### config.mk
export PLATFORM = sky130hd
export DESIGN_NAME = sdf_stage_ctrl
export DESIGN_NICKNAME = d
export VERILOG_FILES = /design/src/rtl/sdf_pkg.sv /design/src/rtl/sdf_half_counter.sv /design/src/rtl/sdf_stage_ctrl.sv
export SDC_FILE = /design/constraint.sdc
export NUM_CORES = 1
export LEC_CHECK = 0
export CAP_MARGIN = 10
export CORE_ASPECT_RATIO = 0.8
export CORE_UTILIZATION = 30
export DETAILED_ROUTE_END_ITERATION = 10
export PLACE_DENSITY = 0.5
export SLEW_MARGIN = 20
export SYNTH_ARGS = -nofsm -noshare
export SYNTH_HDL_FRONTEND = slang
export SYNTH_SLANG_ARGS = --single-unit
### constraint.sdc
create_clock -name clk -period 1.5 [get_ports clk]
set_input_delay 0.45 -clock clk [delete_from_list [all_inputs] [get_ports clk]]
set_output_delay 0.45 -clock clk [all_outputs]
set_load 0.01 [all_outputs]
### src/rtl/sdf_pkg.sv
// sdf_pkg: shared state encoding and mux-select constants for the SDF stage controller
package sdf_pkg;

    typedef enum logic [1:0] {
        PRIME = 2'd0,
        RUN   = 2'd1,
        FLUSH = 2'd2
    } state_t;

    localparam logic DIN_NEW  = 1'b0;
    localparam logic DIN_DIFF = 1'b1;
    localparam logic OUT_TW   = 1'b0;
    localparam logic OUT_SUM  = 1'b1;

endpackage

### src/rtl/sdf_half_counter.sv
// sdf_half_counter: half-frame index k with half bit h, strobe-advanced, wrap pulse, sync clear
module sdf_half_counter #(
    parameter int W = 12
) (
    input  logic         clk,
    input  logic         rst,
    input  logic         clr,
    input  logic         stb,
    output logic [W-1:0] k,
    output logic         h,
    output logic         wrap
);

    assign wrap = stb && (k == '1);

    // k advances on every strobe and wraps naturally at 2^W; h flips on each wrap
    always_ff @(posedge clk or posedge rst)
        if (rst) begin
            k <= '0;
            h <= 1'b0;
        end else if (clr) begin
            k <= '0;
            h <= 1'b0;
        end else if (stb) begin
            k <= k + 1'b1;
            h <= wrap ? ~h : h;
        end

endmodule

### src/rtl/sdf_stage_ctrl.sv
// sdf_stage_ctrl: sequencer for one radix-2 DIF SDF FFT stage; define SDF_CTRL_FLUSH_EN to enable the frame flush
module sdf_stage_ctrl
    import sdf_pkg::*;
#(
    parameter int DLY_LOG2     = 12,
    parameter int TF_ADDR_LEN  = 12,
    parameter int TF_STEP_LOG2 = 0
) (
    input  logic                   clk,
    input  logic                   rst,
    input  logic                   in_valid,
    input  logic                   flush,
    input  logic                   fifo_empty,
    output logic                   fifo_wr_en,
    output logic                   fifo_rd_en,
    output logic                   fifo_din_sel,
    output logic                   out_sel,
    output logic [TF_ADDR_LEN-1:0] tf_addr,
    output logic                   tf_valid,
    output logic                   out_valid,
    output logic                   frame_start,
    output logic                   busy,
    output logic                   err_underflow,
    output logic                   err_overflow
);

    localparam int XW = DLY_LOG2 + TF_STEP_LOG2;

    state_t state, state_n;
    logic [DLY_LOG2-1:0] k;
    logic h, s, wrap, clr, run, fl, twid, bnd_flush, go_flush;
    logic wr_d, rd_d, din_d, tfv_d, fs_d, os_d;
    logic [XW-1:0] k_sh;
    logic [TF_ADDR_LEN-1:0] tfa_d;
    logic ov_q, fs_q, os_q;

    assign run  = (state == RUN);
    assign fl   = (state == FLUSH);
    assign twid = fl || (run && !h);

    // FLUSH runs on a free internal strobe; a pending flush at an idle frame boundary eats that cycle's sample
    assign s   = fl || (in_valid && !bnd_flush);
    assign clr = fl && wrap;

    sdf_half_counter #(.W(DLY_LOG2)) u_cnt (
        .clk  (clk),
        .rst  (rst),
        .clr  (clr),
        .stb  (s),
        .k    (k),
        .h    (h),
        .wrap (wrap)
    );

`ifdef SDF_CTRL_FLUSH_EN
    logic flush_pend;

    assign bnd_flush = run && !h && (k == '0) && flush_pend;
    assign go_flush  = bnd_flush || (run && h && wrap && (flush_pend || flush));

    // flush requests wait for the frame boundary; they are meaningless while priming
    always_ff @(posedge clk or posedge rst)
        if (rst) flush_pend <= 1'b0;
        else flush_pend <= (state == PRIME || go_flush) ? 1'b0 : (flush_pend || flush);

    // samples arriving while draining are lost, so flag it until reset
    always_ff @(posedge clk or posedge rst)
        if (rst) err_overflow <= 1'b0;
        else err_overflow <= err_overflow || (fl && in_valid);
`else
    logic unused_flush;

    assign unused_flush = flush;
    assign bnd_flush    = 1'b0;
    assign go_flush     = 1'b0;
    assign err_overflow = 1'b0;
`endif

    // state register
    always_ff @(posedge clk or posedge rst)
        if (rst) state <= PRIME;
        else state <= state_n;

    // next state: prime fills the FIFO once, run loops frames, flush drains one half then re-primes
    always_comb begin
        state_n = (state == PRIME && wrap) ? RUN :
                  go_flush                 ? FLUSH :
                  (fl && wrap)             ? PRIME : state;
    end

    // per-strobe control decode from the current phase, before the output register
    always_comb begin
        wr_d  = s && !fl;
        rd_d  = s && (state != PRIME);
        din_d = (s && run && h) ? DIN_DIFF : DIN_NEW;
        tfv_d = s && twid;
        k_sh  = XW'(k) << TF_STEP_LOG2;
        tfa_d = tfv_d ? TF_ADDR_LEN'(k_sh) : '0;
        fs_d  = s && run && h && (k == '0);
        os_d  = (s && run && h) ? OUT_SUM : OUT_TW;
    end

    // FIFO and twiddle controls register one cycle after their strobe; output flags wait one more for FIFO dout
    always_ff @(posedge clk or posedge rst)
        if (rst) begin
            fifo_wr_en   <= 1'b0;
            fifo_rd_en   <= 1'b0;
            fifo_din_sel <= DIN_NEW;
            tf_valid     <= 1'b0;
            tf_addr      <= '0;
            ov_q         <= 1'b0;
            fs_q         <= 1'b0;
            os_q         <= OUT_TW;
            out_valid    <= 1'b0;
            frame_start  <= 1'b0;
            out_sel      <= OUT_TW;
        end else begin
            fifo_wr_en   <= wr_d;
            fifo_rd_en   <= rd_d;
            fifo_din_sel <= din_d;
            tf_valid     <= tfv_d;
            tf_addr      <= tfa_d;
            ov_q         <= rd_d;
            fs_q         <= fs_d;
            os_q         <= os_d;
            out_valid    <= ov_q;
            frame_start  <= fs_q;
            out_sel      <= os_q;
        end

    // busy tracks the registered state: idle only when sitting in PRIME at k==0
    always_ff @(posedge clk or posedge rst)
        if (rst) busy <= 1'b0;
        else busy <= !((state == PRIME && k == '0 && !s) || (fl && wrap));

    // reading an empty FIFO means the datapath lost sync with the controller; remember it until reset
    always_ff @(posedge clk or posedge rst)
        if (rst) err_underflow <= 1'b0;
        else err_underflow <= err_underflow || (fifo_rd_en && fifo_empty);

endmodule

==> metrics.txt, run 1 <==
Final Hold Viols=0; worst slack at placement=-235 ps; standard-cell rows=21; EDFF count, synth=0; number of global-route vias before repair=a little under 900; delay of the slowest critical-path stage=roughly 500 ps; RSZ-0062 raised after global routing=no; Slew Viols, Final=0; syn_nets=110; diode count=0; maximum vdd drop=0.000757 V; highest clock rate=roughly 0.7 GHz; min setup slack post-route=74.7 ps; layout cells sized above 1=~16%; Initial Util=a little under a third; DR pass1 iterations=4; H-tree levels=2; Post-synth ARST share=100%; drt via density=~4.3; top area cells in the synthesized netlist=dfrtp_1, xnor2_1, and2_1, nand3_1, ha_1; CTS tree=done; IO buf count=24; M3 GR Usage=4.85%; area delta synth->final=31.6%; drt total wl=2390 µm; crit path from=in_valid; initial antenna violation count=0; largest area contributor in the netlist=dfrtp_1; clk buf depth=2; GR Overflow Total=0; final setup fails=0; WS Path Type=primary input to flop; critical path startpoint category=primary input; WP data required=about 1700 ps; most frequent cell after synthesis=dfrtp_1; final cycle utilization of the critical path=between 90% and 100%; largest net degree at the start of global routing=37; cell area after layout=1790 µm²; RR Startpoint=u_cnt.k[0]$_DFFE_PP0P_; Hold Slack=roughly 360 ps; Final Power=2.22 mW; postcts setup bufs=0; Setup crit end kind=flop; top cell type's share of synthesized area=between 60% and 70%; Root Driver=clkbuf_8; PD cells=between 1000 and 1500 nW/µm²; core area=between 4000 and 5000 µm²; met1 Usage GRT=14.4%; Hold Crit Class=flop to flop; fin crit period=roughly 1400 ps; CP Capture Point=u_cnt.k[9]$_DFFE_PP0P_; worst-path fanout max=4; GPL Wtd Cong=0.788; Fill cells=~420; fin cells=just under 200; Die Span Y=slightly above 60 µm; Clock Skew=a little under 5 ps; post-synthesis cell count=just over 100; per-cell routed wire length=roughly 12 µm; ys flop type=dfrtp_1; Commonest cells post-synth=dfrtp_1, and2_1, xnor2_1, nand3_1, inv_1; first-pass GRT wire length=roughly 4200 µm; DP Area=1720 µm²; CTS hold repair buffers=0; setup TNS=0 ps; GR peak layer=met2; Die ar.=between 4000 and 5000 µm²; slowest stage cell on the critical path=clkdlybuf4s50_1; IO Pins=27; Hold Path Cell Cnt=0; DP Cell Count=190; DRT iter0 DRCs=50; crit-path cells=clkdlybuf4s50_1 > and4_1 > buf_4 > nand4_1 > xnor2_1; number of gates resized after CTS=21; crit path DAT=approximately 1600 ps; met2 track demand over resource=17.3%; HPWL after DPL=roughly 1700 µm; status=completed; Avg Inst Size Synth=~13 µm²; post-synthesis cell area=1360 µm²; Num CTS Buffers=5; Synth Register Bits=36; max-cap violation count=0; Total GRT Usage=11.7%; DRC violations left=0; sequential-to-total area share from yosys stat=between 60% and 70%; leakage=between 0.9 and 1 nW; Sink Count=36; Reg-to-Reg End=busy$_DFF_PP0_; Layout Nets=147; CTS clk-pin slew, worst paths=approximately 70 ps; synth warn=0; register-to-register setup slack=around 120 ps; via count=849; Routed Antenna Nets=0; Core Util, Final=a little over two fifths; R2R depth=5; post-synth cell types=26; worst-skew pair later-pin latency=280 ps; Chip Width=approximately 77 µm
## layout make-up
type / instances / area [µm²] / share of cell area (%)
inverters: 5 / 18.8 / 1.05
well taps: 57 / 71.3 / 3.98
clock inverters: 2 / 10.0 / 0.559
clock buffers: 6 / 82.6 / 4.61
flip-flops and latches: 36 / 901 / 50.3
multi-input cells: 57 / 398 / 22.2
repair buffers: 35 / 309 / 17.3
## cell families (layout without fill, tap and decap cells)
| logic type | Yosys count | count (layout) | synth area share (%) |
|---|---|---|---|
| compound gates | 2 | 2 | 0.920 |
| xor+xnor | 12 | 12 | 8.28 |
| fa+ha+maj | 2 | 2 | 1.84 |
| buf+inv | 10 | 48 | 4.51 |
| flops | 36 | 36 | 66.2 |
| other cells | 1 | 1 | 0.276 |
| simple gates | 40 | 40 | 17.9 |
## cell usage in the layout, fill, tap and decap left out
cell type        instances
dfrtp_1                 36
dlygate4sd2_1           21
xnor2_1                 10
and2_1                  10
buf_4                   10
nand3_1                  6
clkbuf_8                 6
inv_1                    5
nand4_1                  4
nand2_1                  4
and3_1                   3
nor3_1                   3
clkdlybuf4s50_1          3
and4_1                   2
nor2_1                   2
ha_1                     2
clkinv_2                 2
and4_4                   1
or2_1                    1
and2_2                   1
nor4b_2                  1
nor4_1                   1
or3_1                    1
a21o_1                   1
xor2_1                   1
o21ai_0                  1
xor2_2                   1
conb_1                   1
buf_12                   1
## report_power, final
group          switching [mW]  leakage, nW  internal (mW)
clock                   0.321       0.0510          0.366
combinational           0.170        0.428          0.198
sequential              0.111        0.485           1.06
## worst max-delay path: cells and delay by family
family        cells  cell delay, ps
buf+inv           2             640
simple gates      2             350
xor+xnor          1             140
## state kept, by name (all words and copies together), names as in the netlist
| signal | flops |
|---|---|
| busy | 1 |
| err_underflow | 1 |
| fifo_wr_en | 1 |
| frame_start | 1 |
| fs_q | 1 |
| os_q | 1 |
| out_sel | 1 |
| out_valid | 1 |
| ov_q | 1 |
| state | 1 |
| tf_addr | 12 |
| tf_valid | 1 |
| u_cnt.h | 1 |
| u_cnt.k | 12 |
## how the worst min path moves through the flow
stage,from,endpoint
finish,fs_q$_DFF_PP0_,frame_start$_DFF_PP0_
global route,fs_q$_DFF_PP0_,frame_start$_DFF_PP0_
CTS,fs_q$_DFF_PP0_,frame_start$_DFF_PP0_
detailed placement,fs_q$_DFF_PP0_,frame_start$_DFF_PP0_
global placement,fs_q$_DFF_PP0_,frame_start$_DFF_PP0_
floorplan,fs_q$_DFF_PP0_,frame_start$_DFF_PP0_
## layer usage
| layer | share of wire (%) | up-vias |
|---|---|---|
| met5 | 0 | - |
| met4 | 2.0 | 0 |
| met3 | 5.2 | 7 |
| met2 | 45 | 20 |
| met1 | 48 | 410 |
| li1 | - | 412 |
No activity file was read; power rests on OpenSTA's default activity.
==> inputs of run 2 (changes only) <==
Settings changed: CTS_CLUSTER_SIZE from default to 40, PLACE_DENSITY 0.5 to 0.59.
==> run 2 against run 1 <==
Effect of this change:
- clock skew is 1.4 ps lower
- combinational power grew 25%
- via count fell by 1.5%
- fmax is 0.59% higher
- critical endpoint is now busy$_DFF_PP0_
- worst setup slack gained 8.4 ps
- non-clock buffer count is 3 higher
- highest routed layer unchanged
- hold slack better by 5.4 ps
- critical path depth is the same
- clock power is 16% lower
==> metrics.txt, run 2 (synthesized netlist as in run 1, its figures left out) <==
Num CTS Buffers=5 (unchanged); RSZ-0062 raised after global routing=no (unchanged); worst-skew pair later-pin latency=270 ps (was 280 ps); standard-cell rows=21 (unchanged); Hold Crit Class=flop to flop (unchanged); status=completed (unchanged); CTS tree=done (unchanged); DRC violations left=0 (unchanged); IO buf count=24 (unchanged); final cycle utilization of the critical path=94.5% (was 95.0%); diode count=0 (unchanged); DR pass1 iterations=4 (unchanged); commonest cells after routing, fill and taps aside=dfrtp_1, dlygate4sd2_1, buf_4 (was dfrtp_1, dlygate4sd2_1, xnor2_1, and2_1, buf_4); commonest non-fill, non-tap cell in the layout=dfrtp_1 (unchanged); GPL Wtd Cong=0.780 (was 0.788); Fill cells=394 (was 423); highest clock rate=0.706 GHz (was 0.702 GHz); drt total wl=2180 µm (was 2390 µm); WP data required=1650 ps (was 1670 ps); DP Cell Count=188 (was 190); DP Area=1710 µm² (was 1720 µm²); max-cap violation count=0 (unchanged); number of global-route vias before repair=820 (was 871); final setup fails=0 (unchanged); PD cells=1230 nW/µm² (was 1240 nW/µm²); fin crit period=1420 ps (was 1430 ps); Die ar.=4810 µm² (unchanged); Clock Skew=3.54 ps (was 4.95 ps); Final Power=2.23 mW (was 2.22 mW); Sink Count=36 (unchanged); H-tree levels=2 (unchanged); HPWL after DPL=1540 µm (was 1670 µm); Slew Viols, Final=0 (unchanged); Root Driver=clkbuf_8 (unchanged); maximum vdd drop=0.000350 V (was 0.000757 V); critical path startpoint category=flop (was primary input); first-pass GRT wire length=3800 µm (was 4180 µm); CTS clk-pin slew, worst paths=60 ps (was 70 ps); Setup crit end kind=flop (unchanged); leakage=0.962 nW (was 0.963 nW); WS Path Type=flop to flop (was primary input to flop); IO Pins=27 (unchanged); clk buf depth=2 (unchanged); Chip Width=77.3 µm (unchanged); Routed Antenna Nets=0 (unchanged); per-cell routed wire length=11.0 µm (was 12.1 µm); biggest regs=tf_addr x12, u_cnt.k x12 (unchanged); Core Util, Final=42.6% (was 42.1%); GR Overflow Total=0 (unchanged); Final Hold Viols=0 (unchanged); Die Span Y=62.2 µm (unchanged); initial antenna violation count=0 (unchanged); Initial Util=32.0% (unchanged); CP Buf/Inv Count=1 (was 2); drt via density=4.22 (was 4.29); cell area after layout=1810 µm² (was 1790 µm²); core area=4260 µm² (unchanged); Hold Slack=363 ps (was 358 ps); layout cells sized above 1=19.1% (was 16.3%); slowest stage cell on the critical path=dfrtp_2 (was clkdlybuf4s50_1); Total GRT Usage=10.4% (was 11.7%); crit path DAT=1570 ps (was 1590 ps); delay of the slowest critical-path stage=430 ps (was 500 ps); worst-path fanout max=4 (unchanged); DRT iter0 DRCs=16 (was 50); largest net degree at the start of global routing=37 (unchanged); Layout Nets=150 (was 147); Crit path max-delay family=simple AND/OR/NAND/NOR gates (was buffers and inverters); area delta synth->final=33.2% (was 31.6%); fin cells=198 (unchanged); crit-path cells=inv_2 > ha_4 > nor4b_4 > nand3_1 > or3_1 (was clkdlybuf4s50_1 > and4_1 > buf_4 > nand4_1 > xnor2_1); via count=836 (was 849)
-- run 2: changes by cell type in the layout (fill, tap and decap cells not counted), moves of 2 or more --
cell	change
clkinv_2	-2
buf_4	+3
inv_1	-2
inv_2	+2
-- run 2: metrics by stage --
step	setup WS [ps]	setup TNS (ps)
after floorplan	142	0
after global placement	-188	-3440
after detailed placement	-225	-3560
after CTS	31.2	0
after global routing	17.5	0
final	83.1	0
-- run 2: final cells by class --
type                            count  area (µm²)  share of cell area, %
Clock buffer                        5        68.8                   3.80
Timing Repair Buffer               38         332                   18.3
Multi-Input combinational cell     57         419                   23.1
Inverter                            5        18.8                   1.04
Sequential cell                    36         902                   49.8
Tap cell                           57        71.3                   3.94
-- run 2: timing repair --
action | 4_1_cts | 5_1_grt
setup endpoints to repair | 21 | 1
buffers inserted | 0 | 5
hold buffers | 0 | 0
resized for setup | 21 | 6
pin swaps | 0 | 2
-- run 2: power breakdown --
| group | internal (mW) | total (mW) | switching, mW |
|---|---|---|---|
| registers | 1.06 | 1.19 | 0.126 |
| clock network | 0.298 | 0.580 | 0.282 |
| logic | 0.272 | 0.461 | 0.188 |
-- run 2: per-layer routing --
metal | share of wire (%) | wire, µm | GRT usage (%) | vias up
li1 | - | - | - | 412
met1 | 47 | 1030 | 13.4 | 400
met2 | 46 | 998 | 15.3 | 18
met3 | 4.6 | 101 | 3.97 | 6
met4 | 2.1 | 45 | 4.95 | 0
met5 | 0 | 0 | 0 | -
-- run 2: worst paths after layout --
path | startpoint | slack (ps) | endpoint | depth (start not counted)
worst max-delay path | u_cnt.k[0]$_DFFE_PP0P_ | 80 | busy$_DFF_PP0_ | 5
worst min-delay path | fs_q$_DFF_PP0_ | 360 | frame_start$_DFF_PP0_ | 0
worst max register to register | u_cnt.k[0]$_DFFE_PP0P_ | 80 | busy$_DFF_PP0_ | 5
worst min register to register | fs_q$_DFF_PP0_ | 360 | frame_start$_DFF_PP0_ | 0
max in group asynchronous | rst | 780 | u_cnt.k[0]$_DFFE_PP0P_ | 3
min in group asynchronous | rst | 540 | tf_addr[10]$_DFF_PP0_ | 3
